<file path="config.mk">
export PLATFORM = sky130hd
export DESIGN_NAME = systolic_seq_ctrl
export DESIGN_NICKNAME = d
export VERILOG_FILES = /design/src/rtl/systolic_seq_ctrl.sv
export SDC_FILE = /design/constraint.sdc
export NUM_CORES = 1
export LEC_CHECK = 0
export ABC_AREA = 1
export CORE_ASPECT_RATIO = 0.75
export CORE_MARGIN = 5
export CORE_UTILIZATION = 62
export DETAILED_ROUTE_END_ITERATION = 6
export DONT_BUFFER_PORTS = 1
export PLACE_DENSITY = 0.88
export SYNTH_ARGS = -nofsm -noshare
export SYNTH_HDL_FRONTEND = slang
export SYNTH_SLANG_ARGS = --single-unit
</file>
<file path="constraint.sdc">
create_clock -name clk -period 3.3 [get_ports clk]
set_clock_uncertainty 0.1 [all_clocks]
set_input_delay 0.495 -clock clk [delete_from_list [all_inputs] [get_ports clk]]
set_output_delay 0.495 -clock clk [all_outputs]
set_load 0.01 [all_outputs]
</file>
<file path="src/rtl/systolic_seq_ctrl.sv">
// ---------------------------------------------------------------------------
// systolic_seq_ctrl
//   Job sequencer for a PE_ROW_NUM x PE_COL_NUM systolic array. For one
//   output tile it reads K operand pairs from the buffers and generates skewed
//   lane enables for i_in/w_in. It then waits for the wavefront to drain and
//   pulses shift_out once. Finally it marks res_out lanes valid while the
//   results shift out, and pulses done.
//
// Ports
//   clk        in   rising-edge clock
//   rst        in   synchronous reset, active-high (overrides everything)
//   start      in   job request, only looked at in IDLE
//   k_len      in   accumulation depth, latched when a job is accepted
//   abort      in   synchronous job kill
//   busy       out  job in progress
//   done       out  one-cycle pulse when the tile results are delivered
//   rd_en      out  operand buffer read enable (i and w buffers)
//   rd_addr    out  operand buffer read address
//   row_en     out  per-row i_in lane enable
//   col_en     out  per-column w_in lane enable
//   shift_out  out  drives the array shift_in
//   res_valid  out  per-row res_out lane valid
//   state_dbg  out  current FSM state encoding, for observation only
//
// Handshake: start acts as a request and the IDLE state acts as ready. A job
// is accepted in an IDLE cycle with start high, k_len != 0 and abort low.
// In any other cycle, start is ignored and no request is queued.
// ---------------------------------------------------------------------------
module systolic_seq_ctrl #(
  parameter int PE_ROW_NUM = 4,
  parameter int PE_COL_NUM = 4,
  parameter int K_WIDTH    = 8,
  parameter int ADDR_WIDTH = 8
) (
  input  logic                  clk,
  input  logic                  rst,
  input  logic                  start,
  input  logic [K_WIDTH-1:0]    k_len,
  input  logic                  abort,
  output logic                  busy,
  output logic                  done,
  output logic                  rd_en,
  output logic [ADDR_WIDTH-1:0] rd_addr,
  output logic [PE_ROW_NUM-1:0] row_en,
  output logic [PE_COL_NUM-1:0] col_en,
  output logic                  shift_out,
  output logic [PE_ROW_NUM-1:0] res_valid,
  output logic [2:0]            state_dbg
);

  // Wavefront drain length and counter sizing.
  localparam int DRAIN_LEN = PE_ROW_NUM + PE_COL_NUM;
  localparam int RC_W      = $clog2(DRAIN_LEN + 1);
  localparam int CNT_W     = (K_WIDTH > RC_W) ? K_WIDTH : RC_W;
  localparam int DL_LEN    = (PE_ROW_NUM > PE_COL_NUM) ? PE_ROW_NUM : PE_COL_NUM;

  localparam logic [CNT_W-1:0] DRAIN_LAST   = CNT_W'(DRAIN_LEN - 1);
  localparam logic [CNT_W-1:0] COLLECT_LAST = CNT_W'(DRAIN_LEN - 2);

  typedef enum logic [2:0] {
    IDLE    = 3'd0,
    FEED    = 3'd1,
    DRAIN   = 3'd2,
    SHIFT   = 3'd3,
    COLLECT = 3'd4,
    DONE    = 3'd5
  } state_t;

  state_t              state_q, state_d;
  logic [CNT_W-1:0]    cnt_q, cnt_d;
  logic [K_WIDTH-1:0]  k_q, k_d;
  logic [DL_LEN-1:0]   dl_q, dl_d;
  logic [CNT_W-1:0]    k_last;

  // The delay line holds rd_en delayed by 1..DL_LEN cycles. Bit n is rd_en
  // delayed by n+1 cycles, which matches the one-cycle buffer read latency
  // plus one cycle of skew per lane.
  assign row_en    = dl_q[PE_ROW_NUM-1:0];
  assign col_en    = dl_q[PE_COL_NUM-1:0];
  assign state_dbg = state_q;
  assign k_last    = CNT_W'(k_q) - CNT_W'(1);

  always_ff @(posedge clk) begin
    if (rst) begin
      state_q <= IDLE;
      cnt_q   <= '0;
      k_q     <= '0;
      dl_q    <= '0;
    end else begin
      state_q <= state_d;
      cnt_q   <= cnt_d;
      k_q     <= k_d;
      dl_q    <= dl_d;
    end
  end

  always_comb begin
    state_d   = state_q;
    cnt_d     = cnt_q;
    k_d       = k_q;
    busy      = 1'b0;
    done      = 1'b0;
    rd_en     = 1'b0;
    rd_addr   = '0;
    shift_out = 1'b0;
    res_valid = '0;

    case (state_q)
      IDLE: begin
        cnt_d = '0;
        if (start && (k_len != '0)) begin
          state_d = FEED;
          k_d     = k_len;
        end
      end

      // One buffer read per cycle, addresses 0..K-1.
      FEED: begin
        busy    = 1'b1;
        rd_en   = 1'b1;
        rd_addr = ADDR_WIDTH'(cnt_q);
        if (cnt_q == k_last) begin
          state_d = DRAIN;
          cnt_d   = '0;
        end else begin
          cnt_d = cnt_q + CNT_W'(1);
        end
      end

      // Give the last operand time to reach the far corner PE.
      DRAIN: begin
        busy = 1'b1;
        if (cnt_q == DRAIN_LAST) begin
          state_d = SHIFT;
          cnt_d   = '0;
        end else begin
          cnt_d = cnt_q + CNT_W'(1);
        end
      end

      SHIFT: begin
        busy      = 1'b1;
        shift_out = 1'b1;
        state_d   = COLLECT;
        cnt_d     = '0;
      end

      // shift_in reaches row r r cycles later. Each row then carries
      // PE_COL_NUM results, one per cycle.
      COLLECT: begin
        busy = 1'b1;
        for (int r = 0; r < PE_ROW_NUM; r++) begin
          res_valid[r] = (cnt_q >= CNT_W'(r)) && (cnt_q < CNT_W'(r + PE_COL_NUM));
        end
        if (cnt_q == COLLECT_LAST) begin
          state_d = DONE;
          cnt_d   = '0;
        end else begin
          cnt_d = cnt_q + CNT_W'(1);
        end
      end

      DONE: begin
        busy    = 1'b1;
        done    = 1'b1;
        state_d = IDLE;
      end

      default: begin
        state_d = IDLE;
        cnt_d   = '0;
      end
    endcase

    // abort kills the job (and blocks an accept in IDLE).
    if (abort) begin
      state_d = IDLE;
      cnt_d   = '0;
    end

    dl_d = abort ? '0 : ((dl_q << 1) | DL_LEN'(rd_en));
  end

endmodule

</file>
==> metrics.cfg, run 1 <==
[timing]
rsz0062_at_grt=no
timing.final.crit_share_pct=72.8
slew_viol_final=0
maxSlewHeadroom_pct=42.5
timing.final.crit_period_ns=2.40
worst_slew_pin_slew_ns=0.860
timing.final.hold_violations=0
tns_ns=0
setup_viol=0
holdWs_ns=0.136
layout_setup_ws_ns=0.897
max_freq_mhz=416

[finish]
drive_gt1_share_pct=9.27
syn2layout_area_growth_pct=1.19
final_cells=293
nets=276
diodes=0
fin_area_mm2=0.00160

[clock_tree]
postCtsSetupBuffers=0
clock-sinks=23
cts_resized=0
cts_buffers=3
root_buffer=clkbuf_4
cts_buffer_depth=2
clock_latency_ns=0.31
cts_tree=done
cts.htree.levels=1
holdBufCountCts=0
path_clk_slew_ns=0.12

[synthesis]
syn_area_mm2=0.00158
synth_top_flop_cell=dfxtp_1
seq_area_frac_synth_pct=29.1
post-synth-top-area-cell=dfxtp_1
synthArstFlopShare_pct=0
synth_cell_types=27
synth_top_cells_by_count=79 x nand2_1, 50 x nor2_1, 36 x inv_1
synthTopCellsByArea=dfxtp_1 29%, nand2_1 19%, nor2_1 12%
netlist.area_leader.share_pct=29.1
post-synth-top-count-cell=nand2_1
avgSynthCellArea_um2=6.02
synth_warnings=0
synth_edf_count=0
syn-num-nets=279
synth-seq-cells=23
netlist_instances=263

[route]
vias_per_cell=5.10
wire_per_inst_um=11.7
wl_um=3440
postRouteAntennaNets=0
dr.pass1.iters=4
vias=1493
drc_errors=0
drtIter0Drc=89

[pwr]
leakagePower_nw=0.834
peakVddDrop_mv=0.229
powerDensity_mw_per_mm2=366

[floorplanning]
core_mm2=0.00236
die_w_um=68.3
io_pins=39
dieArea_mm2=0.00367
start_util_pct=66.9
die_y_um=53.8
std_cell_rows=15

[placed_design]
io_buffers=0
gp_congestion=0.881
dp_hpwl_um=2740
placed_cell_area_mm2=0.00158
place_inst=289
post-place-ws_ns=1.23

[setup_path]
cp.arrival_ns=1.81
crit_path_start_kind=flop
critPathKind=flop to primary output
endpoint_kind=primary output
crit_fanout=7
required_ns=2.70

[global_route]
track_usage_pct=20.9
antenna_found_initial=0
grt_pass1_wl_um=5740
overflow=0
grt_pass1_vias=1337
grt_max_degree=17

[outcome]
status=finished clean

[hold_path]
hp-class=input port to flop

[job]
maxCapViolCount=0

==> sequential cells by signal, summed over array words and instances, names as in the netlist <==
register and count:
cnt_q 8, state_dbg 3, col_en 4, k_q 8
==> cells in the final DEF, fill, tap and decap left out <==
| cell type | synthesis | routed |
|---|---|---|
| a211oi_1 | 9 | 9 |
| a41oi_1 | 1 | 1 |
| clkbuf_1 | 2 | 1 |
| clkbuf_4 | 0 | 3 |
| dfxtp_1 | 23 | 23 |
| ha_1 | 4 | 4 |
| inv_1 | 36 | 36 |
| inv_2 | 10 | 10 |
| nand2_1 | 79 | 79 |
| nand2_2 | 1 | 1 |
| nand2_4 | 2 | 2 |
| nand3_1 | 11 | 11 |
| nand3_2 | 1 | 1 |
| nand4_1 | 2 | 2 |
| nor2_1 | 50 | 50 |
| nor2_2 | 3 | 3 |
| nor3_1 | 5 | 5 |
| nor3_2 | 2 | 2 |
| o21a_1 | 1 | 1 |
| o21ai_0 | 4 | 4 |
| o21ai_1 | 1 | 1 |
| o21bai_2 | 1 | 1 |
| o31ai_1 | 1 | 1 |
| or2_2 | 1 | 1 |
| xnor2_1 | 1 | 1 |
| xor2_1 | 6 | 6 |
==> final cells by class <==
cell class / count / area [um^2]
Tap cell: 34 / 42.5
Inverter: 46 / 173
Multi-Input combinational cell: 186 / 900
Sequential cell: 23 / 460
Fill cell: 228 / 763
Clock buffer: 4 / 26.3
==> power breakdown <==
group	internal, mW	switching (mW)
Combinational	0.0504	0.0968
Clock	0.0473	0.0848
Sequential	0.291	0.0155
Total	0.389	0.197
==> per-layer routing <==
| layer | up-vias | routed length [um] | GRT usage (%) | share of wire [%] |
|---|---|---|---|---|
| met5 | - | 0 | 0 | 0 |
| met4 | 0 | 7 | 1.98 | 0.20 |
| met3 | 2 | 258 | 6.47 | 7.5 |
| met2 | 44 | 1520 | 35.4 | 44 |
| met1 | 656 | 1660 | 27.1 | 48 |
| li1 | 791 | - | - | - |
==> stage by stage <==
step / total power [mW] / util (%)
floorplan: 0.433 / -
global placement: 0.454 / 66.6
detailed placement: 0.459 / 66.6
CTS: 0.588 / 67.7
global route: 0.626 / 67.7
finish: 0.586 / 67.7
==> final timing paths <==
path	cells past startpoint	startpoint	end	slack, ns
min reg2reg	2	k_q[1]	k_q[1]	0.41
min	1	rst	k_q[5]	0.14
max reg2reg	16	k_q[0]	cnt_q[4]	1.31
max	4	state_dbg[2]	res_valid[1]	0.90
==> cell families (layout without fill, tap and decap cells) <==
family | Yosys count | in the layout | synth area share, %
AO/OA/AOI/OAI | 18 | 18 | 8.06
AND/OR/NAND/NOR | 157 | 157 | 41.7
buffers and inverters | 54 | 50 | 14.1
XOR/XNOR | 7 | 7 | 3.87
flip-flops | 23 | 23 | 29.1
adder cells (fa/ha/maj) | 4 | 4 | 3.16
==> critical path: stages, from the launching register on <==
cell	delay, ns
dfxtp_1	0.51
nand2_1	0.13
nor2_1	0.26
nand2_1	0.19
a211oi_1	0.40
No activity file was read; power rests on OpenSTA's default activity.
==> run 2: changes to the inputs <==
CORE_UTILIZATION = 56   (was 62)
PLACE_DENSITY = 0.84   (was 0.88)
clock period = 2.2 ns   (was 3.3 ns; I/O delays follow)
==> run 2 against run 1 <==
Register-to-register slack got worse by 1.0 ns; largest power group unchanged; final area up 4.0%; utilization down 5.2 points; global-route usage is 2.3 points lower; critical path depth stayed put; wire length increased by 2.3%.
==> metrics.cfg, run 2 (synthesized netlist as in run 1, its figures left out) <==
[finish]
fill_cells=253  ; +11%
mostFrequentLayoutCell=nand2_1
layout_common_cells=79 x nand2_1, 50 x nor2_1, 36 x inv_1
layout.area.seq_um2=460  ; unchanged
syn2layout_area_growth_pct=5.22
drive_gt1_share_pct=11.4  ; +2.1 points
multiInputGateArea_um2=905  ; +0.56%
diodes=0  ; unchanged
nets=281  ; +1.8%

[clock_tree]
cts.htree.levels=1  ; unchanged
cts_buffer_depth=2  ; unchanged
postCtsSetupBuffers=0  ; unchanged
clock-sinks=23  ; unchanged
cts_tree=done
clock_latency_ns=0.27  ; -0.04 ns
cts_buffers=3  ; unchanged
root_buffer=clkbuf_8
path_clk_slew_ns=0.08  ; -0.04 ns

[global_route]
overflow=0  ; unchanged
track_usage_pct=18.6  ; -2.3 points
antenna_found_initial=0  ; unchanged
grt_pass1_vias=1348  ; +0.82%
grt_max_degree=17  ; unchanged
grt_pass1_wl_um=5980  ; +4.2%

[setup_path]
reg2reg_to=cnt_q[6]
startpoint=state_dbg[2]
endpoint_kind=primary output
reg2reg_slack_ns=0.27  ; -1.04 ns
cp.arrival_ns=1.62  ; -0.19 ns
r2r-start=k_q[0]
required_ns=1.77  ; -0.93 ns
r2r_cells=16  ; unchanged
crit_path_end=res_valid[3]
crit_fanout=7  ; unchanged
critPathKind=flop to primary output
crit_path_start_kind=flop

[floorplanning]
io_pins=39  ; unchanged
start_util_pct=59.4  ; -7.5 points
die_w_um=71.4  ; +4.5%
die_y_um=56.0  ; +4.3%
core_mm2=0.00266  ; +13%
std_cell_rows=16  ; +1
dieArea_mm2=0.00400  ; +8.9%

[pwr]
leakagePower_nw=0.868  ; +4.1%
powerDensity_mw_per_mm2=575  ; +57%
power_uw=958  ; +64%
peakVddDrop_mv=0.475  ; +110%

[outcome]
status=finished clean

[job]
maxCapViolCount=0  ; unchanged

[route]
drc_errors=0  ; unchanged
vias_per_cell=5.06  ; -0.76%
dr.pass1.iters=4  ; unchanged
postRouteAntennaNets=0  ; unchanged
vias=1517  ; +1.6%
wire_per_inst_um=11.7  ; -0.12%
drtIter0Drc=126  ; +42%
wl_um=3520  ; +2.3%

[timing]
tns_ns=0  ; unchanged
maxSlewHeadroom_pct=66.5  ; +24 points
max_freq_mhz=488
timing.final.crit_period_ns=2.05
slew_viol_final=0  ; unchanged
holdWs_ns=0.0233  ; -0.113 ns
setup_viol=0  ; unchanged
timing.final.hold_violations=0  ; unchanged
worst_slew_pin_slew_ns=0.499  ; -0.361 ns
timing.final.crit_share_pct=93.1
rsz0062_at_grt=no

[placed_design]
gp_congestion=0.934  ; +6.0%
io_buffers=0  ; unchanged
dp_hpwl_um=2830  ; +3.2%

[hold_path]
hp-class=input port to flop

run 2: cell types whose count changed in the layout (fill, tap and decap cells not counted):
cell	before	now
buf_4	0	5
clkbuf_4	3	0
clkbuf_8	0	3
a211oi_1	9	8
a211oi_2	0	1
run 2: worst min path at each step:
stage	from	depth (start not counted)	end	slack [ns]
floorplan	k_q[6]	2	k_q[6]	0.36
global route	rst	1	k_q[2]	0.007
finish	rst	1	k_q[2]	0.02
detailed placement	rst	1	k_q[3]	0.31
global placement	rst	1	k_q[2]	0.31
CTS	rst	1	k_q[2]	0.02
run 2: critical path: stages, from the launching register on:
cell and delay [ns]:
dfxtp_1 0.50, nand2_1 0.13, nor2_1 0.19, nand2_1 0.16
nor3_1 0.36
run 2: stage by stage:
stage	cells	worst slack (ns)	utilization [%]	instance area, um^2
2_1_floorplan	263	0.423	-	1580
3_3_place_gp	296	0.343	60.7	1620
3_5_place_dp	296	0.290	60.7	1620
4_1_cts	300	0.145	62.4	1660
5_1_grt	300	0.0300	62.5	1670
6_report	300	0.152	62.5	1670
run 2: cell type report:
cell class / count / area share (%)
multi-input combinational: 186 / 54.3
sequential: 23 / 27.6
clock buffer: 4 / 2.70
tap: 36 / 2.70
timing repair buffer: 5 / 2.25
inverter: 46 / 10.4
run 2: where the power goes:
group	total [mW]	leakage, nW	internal (mW)	switching [mW]
Sequential	0.460	0.188	0.436	0.0235
Combinational	0.228	0.658	0.0813	0.146
Clock	0.271	0.0228	0.130	0.141
Total	0.958	0.868	0.647	0.311
run 2: what timing repair did:
action | 4_1_cts | 5_1_grt
hold buffers | 0 | 0
endpoints found under the setup margin | 0 | 1
gates resized for setup | 0 | 1
run 2: layer usage:
metal	share of wire, %	up-vias	GRT usage [%]
met5	0	-	0
met4	0.77	0	3.22
met3	8.0	3	6.14
met2	40	42	26.0
met1	51	669	27.5
li1	-	803	-
==> run 3: changes to the inputs <==
CORE_MARGIN = 2   (was 5)
==> run 3 against run 2 <==
Hold slack gained 0.0043 ns; worst setup slack gained 0.036 ns; first-iteration DRC count shrank 28%; flip-flop and latch count is the same; clock-buffer cell count is the same; fmax grew 1.8%; final cell count is the same; final area shrank 0.30%; die area shrank 18%; critical path depth grew 1; critical endpoint is now res_valid[1]; largest cell class unchanged.
==> metrics.cfg, run 3 (synthesized netlist as in run 1, its figures left out) <==
[hold_path]
hp-class=input port to flop
worstHoldStart=rst
hold_depth=1  ; unchanged
min_to=k_q[2]

[pwr]
peakVddDrop_mv=0.542  ; +14%
powerDensity_mw_per_mm2=573  ; -0.43%
leakagePower_nw=0.868  ; about the same

[global_route]
antenna_found_initial=0  ; unchanged
grt_pass1_wl_um=5680  ; -5.1%
track_usage_pct=22.2  ; +3.7 points
grt_pass1_vias=1287  ; -4.5%
overflow=0  ; unchanged
grt_max_degree=17  ; unchanged

[clock_tree]
cts_resized=0  ; unchanged
cts.htree.levels=1  ; unchanged
cts_tree=done
path_clk_slew_ns=0.08  ; about the same
clock-sinks=23  ; unchanged
postCtsSetupBuffers=0  ; unchanged
holdBufCountCts=0  ; unchanged
cts_buffer_depth=2  ; unchanged
root_buffer=clkbuf_8
cts_buffers=3  ; unchanged
clock_latency_ns=0.27  ; about the same

[finish]
fin_area_mm2=0.00166  ; -0.30%
fin_util_pct=62.8  ; +0.28 points
syn2layout_area_growth_pct=4.90
final_cells=300  ; unchanged
fill_cells=251  ; -0.79%
drive_gt1_share_pct=11.0  ; -0.38 points
layout_common_cells=79 x nand2_1, 50 x nor2_1, 36 x inv_1
mostFrequentLayoutCell=nand2_1
diodes=0  ; unchanged
nets=281  ; unchanged

[setup_path]
crit_path_start_kind=flop
r2r_cells=16  ; unchanged
reg2reg_slack_ns=0.27  ; about the same
reg2reg_to=cnt_q[6]
cpPeakStageDelay_ns=0.39  ; -0.11 ns
cp.arrival_ns=1.58  ; -0.04 ns
crit_chain=inv_2, nand3_1, nor3_2, nand2_1, a211oi_1
critPathKind=flop to primary output
critPathTopFamily=simple AND/OR/NAND/NOR gates
crit_fanout=5  ; -2
endpoint_kind=primary output
required_ns=1.77  ; about the same
slowest_stage=dfxtp_1
r2r-start=k_q[0]
critPathBufInv=1  ; +1

[placed_design]
dp_hpwl_um=2690  ; -4.9%
gp_congestion=0.875  ; -6.3%
placed_cell_area_mm2=0.00162  ; unchanged
place_inst=296  ; unchanged
io_buffers=0  ; unchanged
post-place-ws_ns=0.287  ; -0.00316 ns

[floorplanning]
die_y_um=50.0  ; -11%
dieArea_mm2=0.00327  ; -18%
io_pins=39  ; unchanged
std_cell_rows=16  ; unchanged
core_mm2=0.00264  ; -0.75%
die_w_um=65.4  ; -8.4%
start_util_pct=59.9  ; +0.45 points

[timing]
layout_setup_ws_ns=0.188  ; +0.0361 ns
worst_slew_pin_slew_ns=0.512  ; +0.0131 ns
slew_viol_final=0  ; unchanged
timing.final.crit_share_pct=91.5  ; -1.6 points
tns_ns=0  ; unchanged
setup_viol=0  ; unchanged
timing.final.hold_violations=0  ; unchanged
rsz0062_at_grt=no
timing.final.crit_period_ns=2.01  ; -0.0361 ns
max_freq_mhz=497  ; +1.8%
maxSlewHeadroom_pct=65.6  ; -0.88 points

[route]
wire_per_inst_um=11.3  ; -4.0%
wl_um=3380  ; -4.0%
drc_errors=0  ; unchanged
vias_per_cell=5.01  ; -0.92%
postRouteAntennaNets=0  ; unchanged
vias=1503  ; -0.92%
drtIter0Drc=91  ; -28%
dr.pass1.iters=4  ; unchanged

[outcome]
status=finished clean

[job]
maxCapViolCount=0  ; unchanged

run 3: cell count changes in the layout (fill, tap and decap cells not counted):
cell | previous run | this run
a211oi_2 | 1 | 0
a211oi_1 | 8 | 9
run 3: per-layer routing:
metal	share of wire, %	global-route usage [%]
met4	0.68	4.51
met1	52	33.3
met5	0	0
met3	6.6	5.25
met2	41	32.3
run 3: stage by stage:
stage	hold slack (ns)	total power [mW]
6_report	0.0276	0.951
5_1_grt	0.0130	1.02
3_5_place_dp	0.312	0.693
2_1_floorplan	0.363	0.649
3_3_place_gp	0.310	0.689
4_1_cts	0.0209	0.957
run 3: cell type report:
type / count / area [um^2] / share of cell area, %
Clock buffer: 4 / 45.0 / 2.71
Timing Repair Buffer: 5 / 37.5 / 2.26
Multi-Input combinational cell: 186 / 900 / 54.2
Sequential cell: 23 / 460 / 27.7
Inverter: 46 / 173 / 10.4
Tap cell: 36 / 45.0 / 2.71
run 3: power by group:
| group | total, mW | internal (mW) | switching, mW |
|---|---|---|---|
| Combinational | 0.226 | 0.0811 | 0.144 |
| Sequential | 0.459 | 0.436 | 0.0234 |
| Clock | 0.266 | 0.130 | 0.137 |
run 3: worst register-to-register path, stage by stage (launching register included):
cell	delay, ns
dfxtp_1	0.37
inv_2	0.08
ha_1	0.31
nand2_1	0.07
inv_1	0.04
nor2_1	0.07
nand2_1	0.05
nor2_1	0.10
nand3_1	0.09
nor2_2	0.12
nand2_2	0.07
nand2_4	0.09
nand2_4	0.08
nand2_1	0.07
nand2_1	0.04
nand2_1	0.06
inv_1	0.04
run 3: worst max path at each step:
stage / endpoint / start / slack [ns] / cells after the start
6_report: res_valid[1] / cnt_q[5] / 0.19 / 5
3_3_place_gp: cnt_q[6] / k_q[0] / 0.35 / 16
2_1_floorplan: cnt_q[6] / k_q[0] / 0.42 / 16
3_5_place_dp: cnt_q[6] / k_q[0] / 0.29 / 16
4_1_cts: res_valid[1] / cnt_q[5] / 0.19 / 5
5_1_grt: res_valid[1] / state_dbg[2] / 0.07 / 4
==> patch 1: new RTL, settings of run 1 <==
Set the parameter `K_WIDTH` to 6 (it was 8).
--- a/src/rtl/systolic_seq_ctrl.sv
+++ b/src/rtl/systolic_seq_ctrl.sv
@@ -31,3 +31,3 @@
   parameter int PE_COL_NUM = 4,
-  parameter int K_WIDTH    = 8,
+  parameter int K_WIDTH    = 6,
   parameter int ADDR_WIDTH = 8
Ports: changed (resized k_len); port bits go from 39 to 37. The function was not compared with the original's and may differ.
==> patch 1 against run 1 <==
  * Sequential cell count is 4 lower
  * Clock power is 13% lower
  * Total power is 22% lower
  * Final area is 18% lower
  * Area after synthesis is 18% lower
  * Synthesized cell count is 19% lower
  * Setup slack better by 0.057 ns
  * Via count is 18% lower
  * Core utilization is 2.3 points lower
  * Routed wire length is 19% lower
  * Count of clock-buffer cells in the layout stayed put
  * Critical path type unchanged
  * Largest cell class unchanged
  * Highest routed layer unchanged
==> patch 1: results (changes against run 1) <==
* Ys Warns at 0 (unchanged)
* CTS Root Cell: sky130_fd_sc_hd__clkbuf_4
* Initial antenna violation count at 0 (unchanged)
* Critical Path Max Stage Delay at 0.51 ns (about the same)
* Cell types occupying the most area after synthesis: sky130_fd_sc_hd__dfxtp_1, sky130_fd_sc_hd__nand2_1, sky130_fd_sc_hd__inv_1
* Number of buffers inserted by post-CTS setup repair at 0 (unchanged)
* Number of hold violations in the final report at 0 (unchanged)
* Critical-path cell with the highest stage delay: sky130_fd_sc_hd__dfxtp_1
* Top post-synthesis cells by count: sky130_fd_sc_hd__nand2_1, sky130_fd_sc_hd__inv_1, sky130_fd_sc_hd__nor2_1
* Top delay family on crit path: simple AND/OR/NAND/NOR gates
* Antenna diode count at 0 (unchanged)
* DR pass1 iterations at 5 (+1)
* Vias per std cell at 5.23 (+2.6%)
* CTS Buf Count at 3 (unchanged)
* Level count of the clock H-tree at 1 (unchanged)
* Number of instances in the synthesized netlist at 212 (-19%)
* Worst skew pair latency at 0.29 ns (-0.02 ns)
* Critical Path Fanout Max at 7 (unchanged)
* Psw at 141 uW (-29%)
* Pin count of the biggest net entering global routing at 13 (-4)
* Iteration-0 DRC Markers at 45 (-49%)
* Total of cells resized after clock tree synthesis at 0 (unchanged)
* Total leakage power at 0.668 nW (-20%)
* Routed via count at 1,218 (-18%)
* Count of input and output buffers at 0 (unchanged)
* Asr flop ratio synth at 0 (unchanged)
* Sequential share of the synthesized area at 0.292 (+0.00140)
* Post-CTS Hold Buffers at 0 (unchanged)
* Proportion of layout cells with a drive suffix above 1 at 0.120 (+0.0270)
* Clock transition at path regs at 0.10 ns (-0.02 ns)
* Setup violators final at 0 (unchanged)
* Weighted congestion reported at the end of routability-driven placement at 0.909 (+3.2%)
* Number of nets in the finished design at 224 (-19%)
* Peak supply drop at 285 uV (+25%)
* Via count of the first global-routing pass at 1,058 (-21%)
* Unique cell type count in the Yosys netlist at 25 (-7.4%)
* Global-route wire length before repair at 4650 um (-19%)
* Arr. time, crit path at 1.75 ns (-0.06 ns)
* Run status: finished, final reports clean
* Type of the worst min-delay path: in -> reg
* Bufs on Longest Clock Path at 2 (unchanged)
* Dpl hpwl at 2210 um (-19%)
* Routed wire length at 2770 um (-19%)
* Overall track demand over capacity in global routing at 0.181 (-0.0285)
* Post-placement worst setup slack at 1.29 ns (+0.0577 ns)
## patch 1: changes by cell type after synthesis, sizes merged, moves of 5 or more
cell / change
o21ai: +5
inv: -7
a211oi: -9
a21oi: +10
nand2: -20
nor2: -21
## patch 1: worst paths after layout
kind | startpoint | end | slack [ns] | cells after the start
setup / recovery | state_dbg[0]$_SDFFE_PP0P_ | rd_addr[5] | 0.95 | 4
hold / removal | k_len[3] | k_q[3]$_SDFFE_PP0P_ | 0.30 | 2
setup reg to reg | k_q[0]$_SDFFE_PP0P_ | cnt_q[3]$_SDFFE_PP0N_ | 1.46 | 15
hold reg to reg | k_q[5]$_SDFFE_PP0P_ | k_q[5]$_SDFFE_PP0P_ | 0.37 | 2
## patch 1: stage by stage
stage | hold WS (ns) | util | power (mW) | area (um2)
finish | 0.298 | 0.654 | 0.458 | 1310
global route | 0.292 | 0.654 | 0.490 | 1310
CTS | 0.290 | 0.654 | 0.460 | 1310
detailed placement | 0.363 | 0.641 | 0.346 | 1280
global placement | 0.357 | 0.641 | 0.342 | 1280
floorplan | 0.343 | - | 0.331 | 1310
## patch 1: layer usage
layer,up-vias,GRT usage,part of all wire
met5,-,0,0
met4,0,0.0318,0.0047
met3,2,0.0659,0.094
met2,48,0.288,0.47
met1,534,0.235,0.43
li1,634,-,-
## patch 1: power by group through the flow
stage | logic, mW | clock network (mW) | registers [mW]
after CTS | 0.0935 | 0.118 | 0.248
final | 0.0946 | 0.115 | 0.248
after global routing | 0.107 | 0.133 | 0.250
after global placement | 0.0889 | 0 | 0.253
after detailed placement | 0.0932 | 0 | 0.253
after floorplan | 0.0800 | 0 | 0.251
## patch 1: cells by family (layout without fill, tap and decap cells)
group                    count (synthesis)  in the layout  share of synthesized area
AO/OA/AOI/OAI                           23             23                     0.0942
XOR/XNOR                                 2              2                     0.0135
adder cells (fa/ha/maj)                  4              4                     0.0385
buffers and inverters                   47             43                      0.155
flip-flops                              19             19                      0.292
other                                    1              2                    0.00288
AND/OR/NAND/NOR                        116            116                      0.404
## patch 1: area by class of cell
type / instances / area, um2
multi-input combinational: 147 / 723
fill: 184 / 691
sequential: 19 / 380
inverter: 39 / 146
tap: 24 / 30.0
clock buffer: 4 / 26.3
==> patch 2: new RTL, config.mk and constraints of run 1 <==
Made on the original files. `k_q` no longer has a reset.
--- a/src/rtl/systolic_seq_ctrl.sv
+++ b/src/rtl/systolic_seq_ctrl.sv
@@ -86,3 +86,2 @@
       cnt_q   <= '0;
-      k_q     <= '0;
       dl_q    <= '0;
@@ -91,5 +90,8 @@
       cnt_q   <= cnt_d;
-      k_q     <= k_d;
       dl_q    <= dl_d;
     end
+  end
+
+  always_ff @(posedge clk) begin
+    k_q <= k_d;
   end
Formal check against the unedited RTL: no difference found for any inputs over 10 cycles, from zero or initial values and one cycle with rst high; that may be too few to reach the edited logic, so the function may still have changed.
==> patch 2 against run 1 <==
  * Sequential cell count did not move
  * Setup slack improved by 0.19 ns
  * Final area fell by 2.4%
  * Register-to-register slack improved by 0.02 ns
  * Via count fell by 12%
  * Critical path depth did not move
  * Area after synthesis fell by 2.9%
  * Global-route usage fell by 1.3 points
  * Routed wire length fell by 7.9%
  * Count of clock-buffer cells in the layout did not move
  * Critical path type unchanged
  * Critical endpoint is now rd_addr[7]
  * Highest routed layer unchanged
Power is not compared: it rests on default switching activity, and its combinational part moved more than twofold at a synthesized area within 25%.
==> patch 2: results (changes against run 1) <==
* Run status: finished, final reports clean
* Number of filler instances in the final layout at 211 (-7.5%)
* Unique cell type count in the Yosys netlist at 28 (+3.7%)
* Iteration-0 DRC Markers at 97 (+9.0%)
* Detailed route wirelength on metal3 at 324 um (+26%)
* Pin count of the biggest net entering global routing at 13 (-4)
* Most used DFF post-synth: sky130_fd_sc_hd__dfxtp_1
* Via count of the first global-routing pass at 1,192 (-11%)
* Arr. time, crit path at 1.62 ns (-0.19 ns)
* Type of the worst min-delay path: in -> reg
* Overall track demand over capacity in global routing at 0.196 (-0.0128)
* Post-placement worst setup slack at 1.36 ns (+0.130 ns)
* Top post-synthesis cells by count: sky130_fd_sc_hd__nand2_1, sky130_fd_sc_hd__nor2_1, sky130_fd_sc_hd__inv_1
* Level count of the clock H-tree at 1 (unchanged)
* Post-Synth Adder-Cell Area at 0.0326 (+0.000953)
* Routed via count at 1,318 (-12%)
* Number of synthesized flops with an enable pin at 8 (+8)
* XOR/XNOR Fraction of Synth Area at 0.0570 (+0.0183)
* Sequential share of the synthesized area at 0.352 (+0.0609)
* Peak supply drop at 276 uV
* Synthesized net count at 248 (-11%)
* Critical Path Fanout Max at 10 (+3)
* Global-route wire length before repair at 5260 um (-8.4%)
* Final routed wire length divided by cell count at 12.0 um (+2.2%)
* Routed met2 length at 1360 um (-10%)
* Antenna diode count at 0 (unchanged)
* Dpl hpwl at 2480 um (-9.3%)
* Met1 wire length at 1460 um (-12%)
* Cell types occupying the most area after synthesis: sky130_fd_sc_hd__dfxtp_1, sky130_fd_sc_hd__nand2_1, sky130_fd_sc_hd__edfxtp_1
* Proportion of layout cells with a drive suffix above 1 at 0.104 (+0.0117)
* Share of the synthesized area in compound gates (AO/OA/AOI/OAI) at 0.0489 (-0.0318)
* Total of cells resized after clock tree synthesis at 0 (unchanged)
* Slew HR at 0.486 (+0.0616)
* Weighted congestion reported at the end of routability-driven placement at 0.896 (+1.7%)
* Clock transition at path regs at 0.13 ns
==> patch 2: layout make-up <==
type | instances | area share
clock buffers | 4 | 0.0168
inverters | 41 | 0.0985
multi-input cells | 162 | 0.512
flip-flops and latches | 23 | 0.346
well taps | 34 | 0.0272
==> patch 2: report_power, final <==
group          switching [mW]  internal (mW)  total (mW)
combinational          0.0439         0.0215      0.0654
clock                  0.0892         0.0474       0.137
sequential            0.00996          0.304       0.314
==> patch 2: cells by family after synthesis <==
group | count (synthesis)
buffers and inverters | 47
adders and majority gates | 4
AOI/OAI and AO/OA | 13
and+or+nand+nor | 135
xor gates and xnor gates | 10
DFF | 23
==> patch 2: routing by layer <==
metal / track usage / up-vias
met4: 0.0438 / 0
met2: 0.296 / 54
li1: - / 701
met1: 0.276 / 559
met5: 0 / -
met3: 0.0552 / 4
==> patch 2: worst paths after layout <==
kind / startpoint / to / slack (ns) / cells past startpoint
min reg2reg: col_en[2]$_SDFF_PP0_ / col_en[3]$_SDFF_PP0_ / 0.43 / 2
max reg2reg: k_q[0]$_DFFE_PP_ / cnt_q[5]$_SDFFE_PP0N_ / 1.33 / 15
max: state_dbg[0]$_SDFFE_PP0P_ / rd_addr[7] / 1.08 / 4
min: k_len[4] / k_q[4]$_DFFE_PP_ / 0.15 / 0
==> patch 2: worst max-delay path, stage by stage (launching register included) <==
cell and delay, ns:
sky130_fd_sc_hd__dfxtp_1 0.48, sky130_fd_sc_hd__nand2_1 0.17, sky130_fd_sc_hd__nor2_4 0.19, sky130_fd_sc_hd__inv_1 0.20, sky130_fd_sc_hd__nor2_1 0.25
==> patch 2: stage by stage <==
step | instances | cell area (um2)
5_1_grt | 264 | 1560
3_5_place_dp | 260 | 1540
4_1_cts | 264 | 1560
2_1_floorplan | 232 | 1540
3_3_place_gp | 260 | 1540
6_report | 264 | 1560
